### config.mk
export PLATFORM = sky130hd
export DESIGN_NAME = calc_arbiter_flat
export DESIGN_NICKNAME = d
export VERILOG_FILES = /design/src/rtl/calc_arbiter_if.sv /design/src/rtl/calc_arbiter.sv /design/src/flat_wrapper.sv
export SDC_FILE = /design/constraint.sdc
export NUM_CORES = 1
export LEC_CHECK = 0
export CAP_MARGIN = 10
export CORE_ASPECT_RATIO = 0.5
export CORE_MARGIN = 1.5
export CORE_UTILIZATION = 31
export DETAILED_ROUTE_END_ITERATION = 6
export PLACE_DENSITY = 0.75
export SKIP_LAST_GASP = 1
export SYNTH_ARGS = -nofsm -noshare
export SYNTH_HDL_FRONTEND = slang
export SYNTH_SLANG_ARGS = --single-unit
export TNS_END_PERCENT = 30
### constraint.sdc
create_clock -name clk -period 0.95 [get_ports clk]
set_input_delay 0.19 -clock clk [delete_from_list [all_inputs] [get_ports clk]]
set_output_delay 0.19 -clock clk [all_outputs]
set_load 0.02 [all_outputs]
### src/rtl/calc_arbiter_if.sv
// Requester/ALU-side bundle for calc_arbiter: two req/cmd/ack channels, shared result, ALU opcode/result pair.
// The arbiter uses the slave view; command sources and the ALU together form the master view.
interface calc_arbiter_if;
    logic        req0;
    logic [13:0] cmd0;
    logic        req1;
    logic [13:0] cmd1;
    logic        ack0;
    logic        ack1;
    logic [3:0]  res;
    logic        busy;
    logic [13:0] opcode_o;
    logic [3:0]  z_i;

    modport slave (
        input  req0, cmd0, req1, cmd1, z_i,
        output ack0, ack1, res, busy, opcode_o
    );

    modport master (
        output req0, cmd0, req1, cmd1, z_i,
        input  ack0, ack1, res, busy, opcode_o
    );
endinterface

### src/rtl/calc_arbiter.sv
// Round-robin arbiter/sequencer for the shared 4-bit ALU: grant -> exec -> done, one command per 3 cycles.
// Request-to-ack is 2 cycles; requesters hold req/cmd until their one-cycle ack.
module calc_arbiter (
    input  logic          clk,
    input  logic          rst,
    calc_arbiter_if.slave bus
);
    typedef enum logic [1:0] {
        ST_IDLE = 2'd0,
        ST_EXEC = 2'd1,
        ST_DONE = 2'd2
    } state_t;

    state_t      r_state;
    state_t      w_next_state;
    logic        w_grant;
    logic        w_capture;
    logic        w_any_req;
    logic        w_pick1;
    logic        r_last;
    logic        r_win;
    logic [13:0] r_opcode;
    logic [3:0]  r_res;
    logic        r_ack0;
    logic        r_ack1;
    logic        w_unused_cmd_lsbs;

    assign w_any_req = bus.req0 | bus.req1;
    // On a tie the requester that was not granted last wins.
    assign w_pick1   = bus.req1 & (~bus.req0 | ~r_last);

    always_ff @(posedge clk) begin
        if (rst) begin
            r_state <= ST_IDLE;
        end else begin
            r_state <= w_next_state;
        end
    end

    always_comb begin
        w_next_state = r_state;
        w_grant      = 1'b0;
        w_capture    = 1'b0;
        case (r_state)
            ST_IDLE: begin
                if (w_any_req) begin
                    w_grant      = 1'b1;
                    w_next_state = ST_EXEC;
                end
            end
            ST_EXEC: begin
                w_capture    = 1'b1;
                w_next_state = ST_DONE;
            end
            ST_DONE: begin
                w_next_state = ST_IDLE;
            end
            default: begin
                w_next_state = ST_IDLE;
            end
        endcase
    end

    always_ff @(posedge clk) begin
        if (rst) begin
            r_last   <= 1'b1;
            r_win    <= 1'b0;
            r_opcode <= 14'h0;
            r_res    <= 4'h0;
            r_ack0   <= 1'b0;
            r_ack1   <= 1'b0;
        end else begin
            r_ack0 <= 1'b0;
            r_ack1 <= 1'b0;
            if (w_grant) begin
                r_opcode <= {(w_pick1 ? bus.cmd1[13:4] : bus.cmd0[13:4]), 4'b0000};
                r_win    <= w_pick1;
                r_last   <= w_pick1;
            end
            if (w_capture) begin
                r_res  <= bus.z_i;
                r_ack0 <= ~r_win;
                r_ack1 <= r_win;
            end
        end
    end

    // Low command nibbles carry no meaning for the ALU.
    assign w_unused_cmd_lsbs = ^{bus.cmd0[3:0], bus.cmd1[3:0]};

    assign bus.opcode_o = r_opcode;
    assign bus.res      = r_res;
    assign bus.ack0     = r_ack0;
    assign bus.ack1     = r_ack1;
    assign bus.busy     = (r_state != ST_IDLE);
endmodule

### src/flat_wrapper.sv
// flat-port wrapper written by rule: the top's interface ports become plain ports
module calc_arbiter_flat 
  (clk, rst, bus_req0, bus_cmd0, bus_req1, bus_cmd1, bus_z_i, bus_ack0, bus_ack1, bus_res, bus_busy, bus_opcode_o);
  calc_arbiter_if bus_i ();
  input  logic clk;
  input  logic rst;
  input wire logic [$bits(bus_i.req0)-1:0] bus_req0;
  input wire logic [$bits(bus_i.cmd0)-1:0] bus_cmd0;
  input wire logic [$bits(bus_i.req1)-1:0] bus_req1;
  input wire logic [$bits(bus_i.cmd1)-1:0] bus_cmd1;
  input wire logic [$bits(bus_i.z_i)-1:0] bus_z_i;
  output wire logic [$bits(bus_i.ack0)-1:0] bus_ack0;
  output wire logic [$bits(bus_i.ack1)-1:0] bus_ack1;
  output wire logic [$bits(bus_i.res)-1:0] bus_res;
  output wire logic [$bits(bus_i.busy)-1:0] bus_busy;
  output wire logic [$bits(bus_i.opcode_o)-1:0] bus_opcode_o;
  assign bus_i.req0 = bus_req0;
  assign bus_i.cmd0 = bus_cmd0;
  assign bus_i.req1 = bus_req1;
  assign bus_i.cmd1 = bus_cmd1;
  assign bus_i.z_i = bus_z_i;
  assign bus_ack0 = bus_i.ack0;
  assign bus_ack1 = bus_i.ack1;
  assign bus_res = bus_i.res;
  assign bus_busy = bus_i.busy;
  assign bus_opcode_o = bus_i.opcode_o;
  calc_arbiter u_core (.clk(clk), .rst(rst), .bus(bus_i));
endmodule
After elaboration in Yosys (flattened, before gate mapping). Index checks and enable logic that the tools add are counted.

RAM bits: 0. Bits in read-only memories: 0. Bits in latches: 0. Memories: 0. Output and inout bits: 21. Word-level logic and storage cells: 25. Register bits: 20.

Div/mod/pow operators: 0. Shifts and indexed selects: 0. $add $sub $neg: 0. Magnitude comparators: 0. Muxes and demuxes: 6. Bitwise gates (word level): 7. Reductions and logical operators: 3. Multiply operators: 0. Equal/unequal tests: 2.

Operator list (number): 2-to-1 mux 10 bit (1); NOT 1 bit (4); case mux 2 bit (2 select lines) (1); 2-to-1 mux 1 bit (3); == test 2 x 1 -> 1 bit, second input constant (1); zero test 2 bit (1); 2-to-1 mux 2 bit (1); != test 2 x 1 -> 1 bit, second input constant (1); OR 1 bit (2); nonzero test 2 bit (1); OR reduction 2 bit (1); bitwise AND 1 bit (1).

Longest topological paths before layout.
Depth in word-level cells: 4. Depth in mapped cells: 4.

Worst setup path after synthesis. No wires, ideal clock.

Kind: register to register. Start: register u_core.r_state[1]. End: register u_core.r_opcode[13] (netlist: u_core.bus.opcode_o[13]). Setup slack: -179 ps. Path buffers: 0. Stages on the path, launching flop included: 5. Arrival: 991 ps. Library setup time: 138 ps. Clock period less this slack: 1129 ps. Cell sequence: dfxtp_1 > nor2_4 > inv_1 > nor2_2 > a311oi_1.

Word-level cells in the longest chain between the ends: 2.

RTL lines: start: declaration (RTL line calc_arbiter.sv:14) `state_t r_state;`; start signal: assignment (RTL line calc_arbiter.sv:36) `r_state <= w_next_state;`; zero test 2 bit (RTL line calc_arbiter.sv:44) `case (r_state)`; 2-to-1 mux 1 bit (RTL line calc_arbiter.sv:44); end signal: assignment (RTL line calc_arbiter.sv:76) `r_opcode <= {(w_pick1 ? bus.cmd1[13:4] : bus.cmd0[13:4]), 4'b0000};`; end: declaration (RTL line calc_arbiter.sv:22) `logic [13:0] r_opcode;`.

Every way passes these cells. A chain may end at the register's enable or synchronous reset.

Worst setup path in the final report.
Start: register u_core.r_state[0]. End: register u_core.r_opcode[8] (netlist: u_core.bus.opcode_o[8]).

The elaborated chain is that of the path after synthesis.

==> results by group <==
Finish
  – Nets: 191
  – Antenna diodes: 0
  – Synthesis-to-finish area growth: 72.93%
  – Proportion of layout cells with a drive suffix above 1: 30.72%
  – # fillers: 229

Detailed routing
  – Initial DRC count: 11
  – DR top layer: met4
  – Pre-Repair DR Iteration Count: 4
  – Wirelength, routed: 2253 um
  – Routed Antenna Nets: 0
  – Via count: 863
  – Met2 WL: 1094 um
  – Via-to-Cell Ratio: 4.542
  – Routed WL per cell: 11.86 um
  – # DRC: 0
  – DR WL met3: 72 um
  – WL met1: 1075 um

Power
  – PwrDens: 1510 nW/um^2
  – Design Power: 2.244 mW
  – VDD IR-drop max: 0.001031 V
  – Leak: 0.6522 nW

Timing
  – Worst setup margin: -0.1617 ns
  – Endpoints failing hold: 0
  – Final Setup Violations: 19
  – Total Neg Setup Slack: -2.334 ns
  – Minimum clock period after layout: 1.112 ns
  – Final period utilization: 117.0%
  – Final Skew: 0.002577 ns
  – RSZ-0062 raised after global routing: yes
  – Slew Viols, Final: 0
  – Max frequency: 899.5 MHz

Synth
  – Yosys cell types: 23
  – Area leader, netlist: dfxtp_1
  – Main synth FF type: dfxtp_1
  – Avg Inst Size Synth: 8.771 sq um
  – Seq/Total Area, Yosys: 46.58%
  – Post-Synthesis Cells: 98
  – #FFs+latches synth: 20
  – Post-synth EDFFs: 0
  – Synth Warn #: 0
  – Top post-synthesis cells by area: dfxtp_1 (47%), a311oi_1 (10%), nand2_1 (9.6%)
  – Share of synthesized registers carrying an async set or reset: 0%
  – Top-area cell type share of the netlist area: 46.58%
  – Mapped cell area: 859.6 sq um

Global routing
  – Remaining Overflow, GRT: 0
  – Total GRT Usage: 14.64%
  – Number of global-route vias before repair: 729
  – First-pass GRT wire length: 3374 um
  – Largest net degree at the start of global routing: 20
  – Initial antenna violation count: 0

Setup path
  – CP bufs+invs: 2
  – CP max stage cell: dfxtp_2
  – RR Startpoint: u_core.r_state[0]$_SDFFE_PP0P_
  – Worst-path cell chain: nor2_4 > buf_6 > buf_4 > a21oi_1 > a311oi_1
  – Critical path class: reg -> reg
  – Critical path peak fanout: 8
  – Crit path max-delay family: flip-flops
  – R2r setup slk: -0.16 ns
  – Crit-path max cell delay: 0.33 ns
  – R2R Path End: u_core.bus.opcode_o[8]$_SDFFE_PP0P_
  – CP arrival: 1.28 ns
  – Crit end category: register
  – Worst R2R Path Depth: 5
  – Setup crit start kind: register
  – Worst EP required: 1.12 ns

CTS
  – CTS tree: yes
  – Hold_buf cts: 0
  – Root buf cell: clkbuf_8
  – TritonCTS Sinks: 20
  – Clock tree buffer depth: 2
  – Htree depth: 1
  – Worst-skew pair later-pin latency: 0.26 ns
  – Clock Pin Slew Worst Setup and Hold Paths: 0.07 ns
  – Total CTS buffers: 3

Place
  – IO Port Bufs: 44
  – DP Wirelength: 1511 um
  – Placer Congestion: 0.7295

Hold path
  – Hold Path Cell Cnt: 1
  – Hold Crit Class: reg -> reg
  – Min-delay src: u_core.r_win$_SDFFE_PP0P_
  – WHS Endpoint: u_core.bus.ack0$_SDFF_PP0_

Floorplanning
  – Row cnt: 13
  – Die Wd: 77.47 um
  – Core outline area: 2619 sq um
  – Initial Util: 32.82%
  – IO Count: 57
  – Die footprint: 3117 sq um
  – DIE HEIGHT: 40.24 um

Run status
  – Failing checks: negative setup slack
  – Outcome: complete, but fails checks

Run
  – Max-Cap Viols: 0
-- registers in the layout, summed over array words and instances, names as in the netlist --
signal / flops
u_core.bus.ack0: 1
u_core.bus.ack1: 1
u_core.bus.opcode_o: 10
u_core.bus.res: 4
u_core.r_last: 1
u_core.r_state: 2
u_core.r_win: 1
-- worst max path at each step --
stage / from / endpoint / slack [ns] / cells after the start
finish: u_core.r_state[0]$_SDFFE_PP0P_ / u_core.bus.opcode_o[8]$_SDFFE_PP0P_ / -0.16 / 5
global placement: bus_req0 / u_core.bus.opcode_o[9]$_SDFFE_PP0P_ / -0.51 / 4
detailed placement: bus_req0 / u_core.bus.opcode_o[12]$_SDFFE_PP0P_ / -0.54 / 4
CTS: u_core.r_state[1]$_SDFFE_PP0P_ / u_core.r_last$_SDFFE_PP1P_ / -0.16 / 4
floorplan: u_core.r_state[0]$_SDFFE_PP0P_ / u_core.r_last$_SDFFE_PP1P_ / -0.007 / 3
global route: u_core.r_state[0]$_SDFFE_PP0P_ / u_core.bus.opcode_o[11]$_SDFFE_PP0P_ / -0.24 / 5
-- cell families after synthesis --
| logic type | synth area share, % |
|---|---|
| AOI/OAI and AO/OA | 20.81 |
| DFF | 46.58 |
| other | 0.4363 |
| and+or+nand+nor | 18.34 |
| buffers and inverters | 9.168 |
| muxes | 4.658 |
-- synth_stat cells, types with 2 or more instances --
master and count:
nand2_1 22, dfxtp_1 20, a21oi_1 11, a311oi_1 10, buf_4 6, nor2_1 6, mux2i_1 4, buf_2 3
nor3_1 2
-- final cells by class --
class,count,area [sq um],area share [%]
flip-flops and latches,20,406.6,27.36
multi-input cells,70,439.2,29.55
inverters,1,6.256,0.4209
clock buffers,3,41.29,2.778
repair buffers,59,546.8,36.78
well taps,37,46.29,3.114
-- repair_timing --
action,CTS,global route
gates resized for setup,64,19
setup buffers,2,1
cloned,1,0
setup endpoints to repair,35,35
pin swaps,2,6
-- worst reg2reg max path, delay by kind of cell, from the launching register on --
kind	cells	cell delay [ns]
AO/OA/AOI/OAI	2	0.26
AND/OR/NAND/NOR	1	0.14
buffers and inverters	2	0.29
flip-flops	1	0.33
-- per-stage QoR --
stage	std cells	area, sq um	setup WS [ns]	hold WS (ns)	util (%)
2_1_floorplan	101	889.6	-0.007036	0.3339	-
3_3_place_gp	183	1395	-0.5089	0.4252	53.27
3_5_place_dp	183	1395	-0.5367	0.4364	53.27
4_1_cts	189	1449	-0.1635	0.4482	55.33
5_1_grt	190	1486	-0.2441	0.4625	56.76
6_report	190	1486	-0.1617	0.4431	56.76
-- power by group --
group | switching [mW] | internal (mW) | leakage (nW) | total [mW]
Clock | 0.270 | 0.283 | 0.0216 | 0.553
Sequential | 0.0468 | 0.922 | 0.166 | 0.969
Combinational | 0.344 | 0.379 | 0.464 | 0.723
Total | 0.660 | 1.58 | 0.652 | 2.24
-- metal layers --
metal	up-vias	global-route usage, %
met1	401	17.88
met2	17	26.54
met3	2	4.091
met4	0	4.091
met5	-	0
li1	443	-
-- placed cells by master (no fill, tap or decap), drive strengths merged --
cell / count
a21bo: 1
a21boi: 1
a21oi: 11
a221o: 1
a311oi: 10
and2: 1
buf: 28
clkbuf: 3
clkdlybuf4s15: 2
clkdlybuf4s50: 25
conb: 4
dfxtp: 20
dlygate4sd2: 4
inv: 1
mux2i: 4
nand2: 22
nand2b: 1
nor2: 9
nor2b: 1
nor3: 2
o21ai: 1
or2: 1
No activity file was read; power rests on OpenSTA's default activity.
